[src/rtl/comparador_sequencial_param.sv]
// Handshaked unsigned comparator with registered EQ/GT/LT/hit results,
// a run-length FSM that raises stable after HOLD consecutive hits, and a saturating hit counter.
module comparador_sequencial_param #(
  parameter int WIDTH = 3,
  parameter int HOLD  = 4,
  parameter int CNT_W = 8
) (
  input  logic             clk,
  input  logic             rst_n,
  input  logic             in_valid,
  output logic             in_ready,
  input  logic [WIDTH-1:0] A,
  input  logic [WIDTH-1:0] B,
  input  logic [1:0]       mode,
  output logic             out_valid,
  input  logic             out_ready,
  output logic             EQ,
  output logic             GT,
  output logic             LT,
  output logic             hit,
  output logic             stable,
  output logic [CNT_W-1:0] hit_count,
  input  logic             clr_count
);

  localparam int RUN_W = (HOLD < 1) ? 1 : $clog2(HOLD + 1);

  typedef enum logic [1:0] {
    IDLE,
    TRACK,
    LOCK
  } state_t;

  state_t           state_q;
  logic [RUN_W-1:0] run_q;
  logic [RUN_W-1:0] run_d;
  logic             accept;
  logic             eq_d;
  logic             gt_d;
  logic             lt_d;
  logic             hit_d;

  assign in_ready = !out_valid || out_ready;
  assign accept   = in_valid && in_ready;

  always_comb begin
    eq_d  = (A == B);
    gt_d  = (A > B);
    lt_d  = (A < B);
    run_d = run_q + RUN_W'(1);
    unique case (mode)
      2'b00:   hit_d = eq_d;
      2'b01:   hit_d = gt_d;
      2'b10:   hit_d = lt_d;
      default: hit_d = !eq_d;
    endcase
  end

  always_ff @(posedge clk) begin
    if (!rst_n) begin
      state_q   <= IDLE;
      run_q     <= '0;
      out_valid <= 1'b0;
      EQ        <= 1'b0;
      GT        <= 1'b0;
      LT        <= 1'b0;
      hit       <= 1'b0;
      stable    <= 1'b0;
      hit_count <= '0;
    end else begin
      if (accept) begin
        out_valid <= 1'b1;
        EQ        <= eq_d;
        GT        <= gt_d;
        LT        <= lt_d;
        hit       <= hit_d;
        // stable mirrors the next state so it lands on the same edge as hit
        if (!hit_d) begin
          state_q <= IDLE;
          run_q   <= '0;
          stable  <= 1'b0;
        end else begin
          unique case (state_q)
            IDLE: begin
              run_q <= RUN_W'(1);
              if (HOLD == 1) begin
                state_q <= LOCK;
                stable  <= 1'b1;
              end else begin
                state_q <= TRACK;
                stable  <= 1'b0;
              end
            end
            TRACK: begin
              run_q <= run_d;
              if (run_d == RUN_W'(HOLD)) begin
                state_q <= LOCK;
                stable  <= 1'b1;
              end else begin
                stable  <= 1'b0;
              end
            end
            LOCK: begin
              stable <= 1'b1;
            end
            default: begin
              state_q <= IDLE;
              run_q   <= '0;
              stable  <= 1'b0;
            end
          endcase
        end
      end else if (out_ready) begin
        out_valid <= 1'b0;
      end

      if (clr_count) begin
        hit_count <= '0;
      end else if (accept && hit_d && (hit_count != '1)) begin
        hit_count <= hit_count + CNT_W'(1);
      end
    end
  end

endmodule
[config.mk]
export PLATFORM = sky130hd
export DESIGN_NAME = comparador_sequencial_param
export DESIGN_NICKNAME = d
export VERILOG_FILES = /design/src/rtl/comparador_sequencial_param.sv
export SDC_FILE = /design/constraint.sdc
export NUM_CORES = 1
export LEC_CHECK = 0
export ABC_AREA = 0
export CAP_MARGIN = 25
export CORE_ASPECT_RATIO = 1.25
export CORE_MARGIN = 1.5
export CORE_UTILIZATION = 52
export CTS_BUF_LIST = sky130_fd_sc_hd__clkbuf_4 sky130_fd_sc_hd__clkbuf_8
export CTS_CLUSTER_SIZE = 40
export DETAILED_ROUTE_END_ITERATION = 7
export PLACE_DENSITY = 0.81
export SETUP_SLACK_MARGIN = 0.3
export SLEW_MARGIN = 0
export SYNTH_ARGS = -nofsm -noshare
export SYNTH_HDL_FRONTEND = slang
export SYNTH_SLANG_ARGS = --single-unit
[constraint.sdc]
create_clock -name clk -period 2.41 [get_ports clk]
set_input_delay 0.3615 -clock clk [delete_from_list [all_inputs] [get_ports clk]]
set_output_delay 0.3615 -clock clk [all_outputs]
set_load 0.02 [all_outputs]
# Word level (Yosys, flattened, before mapping)
# Cells that the tools add are included.
# totals
regBits,19
inputBits,13
output_inout_bits,15
# op_classes
add_sub_neg,2
order_cmp,2
n_eq_ne,9
n_mux,11
n_bitwise,1
n_reduce_logical,12
# op_table
operator,count
3-bit case mux with 3 select lines,1
"8-bit by 1-bit adder with 8-bit output, second input constant",1
"8-bit inequality test, second input constant",1
2-bit case mux with 3 select lines,1
"2-bit by 1-bit equality test with 1-bit output, second input constant",2
"2-bit equality test, second input constant",2
2-bit logical NOT,2
1-bit two-way mux,4
2-bit two-way mux,2
"3-bit by 1-bit adder with 3-bit output, second input constant",1
3-bit equality test,1
"3-bit equality test, second input constant",1
3-bit > comparator,1
1-bit logical AND,3
3-bit < comparator,1
3-bit two-way mux,1
"3-bit inequality test, second input constant",1
1-bit case mux with 3 select lines,1
3-bit AND reduction,1
1-bit logical NOT,2
"2-bit inequality test, second input constant",1
1-bit case mux with 2 select lines,1
2-bit AND reduction,1
2-bit nonzero test,1
3 further kinds,3

# Longest topological paths before layout
# logic_depth
ltp_word,5
depth_mapped,8
ltp_nobuf,7

# Worst setup path after synthesis
# Ideal clock, no wire load.
# synth_timing
kind,in2reg
from,input A[0]
to,register hit_count[7]
setup_time_ns,0.116
arrival_time_ns,1.959
setup_slack_ns,0.334
path_stages,7
cell_sequence,inv_1 ha_1 and3_1 buf_4 a22o_4 or4_1 o211a_1
# synth_between
elab_chain_cells,5
# synth_lines
element,line,rtl
start: declaration,12,"input logic [WIDTH-1:0] A,"
"parallel branches: the longest is 2 deep, another holds 3-bit < comparator",--,
1-bit case mux with 3 select lines *,51,unique case (mode)
1-bit logical AND * (2 in a row),119,end else if (accept && hit_d && (hit_count != '1)) begin
end signal: assignment,120,hit_count <= hit_count + CNT_W'(1);
end: declaration,22,"output logic [CNT_W-1:0] hit_count,"
# Mark *: on every way between the ends.
# A chain may end at the register's enable or synchronous reset.

# Final worst setup path
# layout_timing
from,input out_ready
to,output in_ready
# layout_between
elab_chain_cells,1
# layout_lines
element,line,rtl
start: declaration,16,"input logic out_ready,"
1-bit logical OR,43,assign in_ready = !out_valid || out_ready;
end: declaration,11,"output logic in_ready,"
# No other way between the ends.

==> flow_summary_export.csv <==
group,metric,value,unit
place,place_congestion,0.872,
critical_path,crit_path_top_delay_cell,"clkdlybuf4s50_1",
place,dp_cells,222,
critical_path,crit_arrival,1590,ps
pwr,p_leak,0.755,nW
global_route,grt_usage,0.284,
floorplanning,die_h,57.5,um
critical_path,cp.required,2050,ps
route,drt-vias-per-instance,5.98,
cts,clock_latency,310,ps
finish,syn_to_final_growth,51.1,%
finish,final_cells,228,
floorplanning,fp.dieW,46.6,um
logic_synthesis,yosysUniqueCellTypes,42,
global_route,grt_pass1_vias,1377,
status,status,"finished clean",
pwr,net-switching-power,252,uW
global_route,antenna_found_initial,0,
pwr,sw_frac_of_total,0.321,
global_route,grt-ovfl-total,0,
cts,cts_tree,"yes",
logic_synthesis,synthCells,152,
sta,finalSetupViolCount,0,
route,via_count,1363,
job,cap_violations,0,
finish,layout-drive-gt1-share,0.249,
pwr,vdd_drop_max,0.449,mV
critical_path,crit_type,"input port to output pin",
logic_synthesis,synth_ff_type,"dfxtp_1",
sta,rsz0062_at_grt,"false",
finish,antenna_cells,0,
route,drtPass1Iterations,4,
floorplanning,initial_utilization,0.553,
logic_synthesis,synth_fp_nets,175,
place,dp_hpwl,2410,um
logic_synthesis,synth_warnings,0,
logic_synthesis,ys_seq_area_frac,0.308,
cts,cts-buffers-inserted,3,
critical_path,start_kind,"input port",
critical_path,crit_top_cell,"clkdlybuf4s50_1",
sta,skew,7.04,ps
logic_synthesis,synth_edf_count,0,
sta,timing.hold.ws,471,ps
pwr,p_comb_frac,0.342,
route,drc,0,
critical_path,cp-end-kind,"output pin",
route,ant_nets,0,
sta,max_freq,512,MHz
pwr,clockPowerShare,0.231,
floorplanning,num_rows,19,
floorplanning,io_pins,28,
critical_path,crit_chain,"clkdlybuf4s50_1, nand2b_1, clkdlybuf4s50_1",
floorplanning,fp.dieArea,2680,um^2
min_path,hold_class,"flip-flop to flip-flop",
sta,slew_headroom,0.666,
route,dr.first_iter.drc_count,48,
logic_synthesis,syn_area,1230,um^2
cts,h-tree-depth,1,
logic_synthesis,syn_avg_cell_area,8.12,um^2
pwr,intPower,532,uW
sta,period_needed,1950,ps
finish,nFillCells,135,
cts,cts.reportedPaths.clkPinSlew,100,ps
logic_synthesis,ys_ff_latch,19,
pwr,power_density,421,nW/um^2
cts,root_buffer,"clkbuf_4",
sta,drv_slew,0,
pwr,total_power,785,uW
place,io_buffers,27,
critical_path,slowest_delay,620,ps
pwr,pwr-share-seq,0.427,
route,routed_wl,3790,um
sta,min_period_over_period,0.810,
route,wl_per_cell,16.6,um
global_route,grt_pass1_wl,5560,um
finish,utilization,0.835,
sta,hold_viol_final,0,
floorplanning,fp.coreArea,2230,um^2
global_route,grt_max_degree,11,
logic_synthesis,synthArstFlopShare,0,
sta,worst_slew_pin_slew,500,ps
finish,final_nets,221,
cts,clk_path_buf_depth,2,
critical_path,worstPathMaxFanout,4,
cts,clkSinkCount,19,
-- repair_timing --
item | in CTS | in global routing
resized for setup | 17 | 17
pin swaps | 10 | 12
buffers inserted | 1 | 1
setup endpoints to repair | 15 | 12
hold buffers | 0 | 0
-- state kept, by name, summed over array words and instances, names as in the netlist --
register / cells
EQ: 1
GT: 1
LT: 1
hit: 1
hit_count: 8
out_valid: 1
run_q: 3
stable: 1
state_q: 2
-- synthesized netlist by cell type, types with 2 or more instances --
library cell	count	area (um^2)
a21oi_1	9	45.0
and2_1	3	18.8
and3_1	5	31.3
clkbuf_1	4	15.0
dfxtp_1	19	380
ha_1	10	125
inv_1	11	41.3
mux2i_1	5	50.1
nand2_1	22	82.6
nand2b_1	3	18.8
nand3_1	5	25.0
nand4_1	5	31.3
nor2_1	7	26.3
nor3_1	6	30.0
o21ai_0	2	10.0
o32ai_1	3	26.3
or3_1	6	37.5
or4_1	3	22.5
-- final timing paths --
kind | end | slack (ps) | cells past startpoint | start
max | in_ready | 460 | 3 | out_ready
min reg2reg | stable | 470 | 2 | stable
min | stable | 470 | 2 | stable
max reg2reg | hit_count[3] | 660 | 6 | hit_count[0]
-- kinds of logic after synthesis --
family | share of synthesized area
compound gates | 0.190
fa+ha+maj | 0.101
buf+inv | 0.0608
flops | 0.308
mux | 0.0405
simple gates | 0.299
-- power groups by stage --
stage,clock [mW],sequential [mW],combinational [mW]
2_1_floorplan,0,0.348,0.108
3_5_place_dp,0,0.342,0.212
6_report,0.181,0.335,0.268
5_1_grt,0.188,0.336,0.286
4_1_cts,0.181,0.334,0.249
3_3_place_gp,0,0.340,0.206
-- through the flow --
stage	TNS (ps)	area, um^2	worst slack [ps]
floorplan	0	1230	334
detailed placement	-3030	1650	-358
global route	0	1870	420
global placement	-1690	1650	-221
finish	0	1870	459
CTS	0	1790	269
-- area by class of cell --
cell class                      count  area [um^2]  share of cell area
Inverter                           11         41.3              0.0221
Clock buffer                        4         30.0              0.0161
Timing Repair Buffer               47          439               0.235
Multi-Input combinational cell    116          936               0.502
Tap cell                           31         38.8              0.0208
Sequential cell                    19          380               0.204
-- routing by layer --
metal / part of all wire / global-route usage
met5: 0 / 0
met2: 0.56 / 0.544
met3: 0.037 / 0.0285
met1: 0.38 / 0.272
met4: 0.024 / 0.155
-- placed cells by master, fill, tap and decap left out, types with 6 or more instances in the layout --
cell,Yosys,routed
inv_1,11,8
dfxtp_1,19,19
a21oi_1,9,9
ha_1,10,7
buf_4,1,19
nand2_1,22,22
dlymetal6s2s_1,0,6
clkdlybuf4s50_1,0,21
-- worst max-delay path, delay by kind of cell --
kind          cells  cell delay, ps
buf+inv           2            1080
simple gates      1             150
Note: power is estimated with default switching activity, not from simulation.
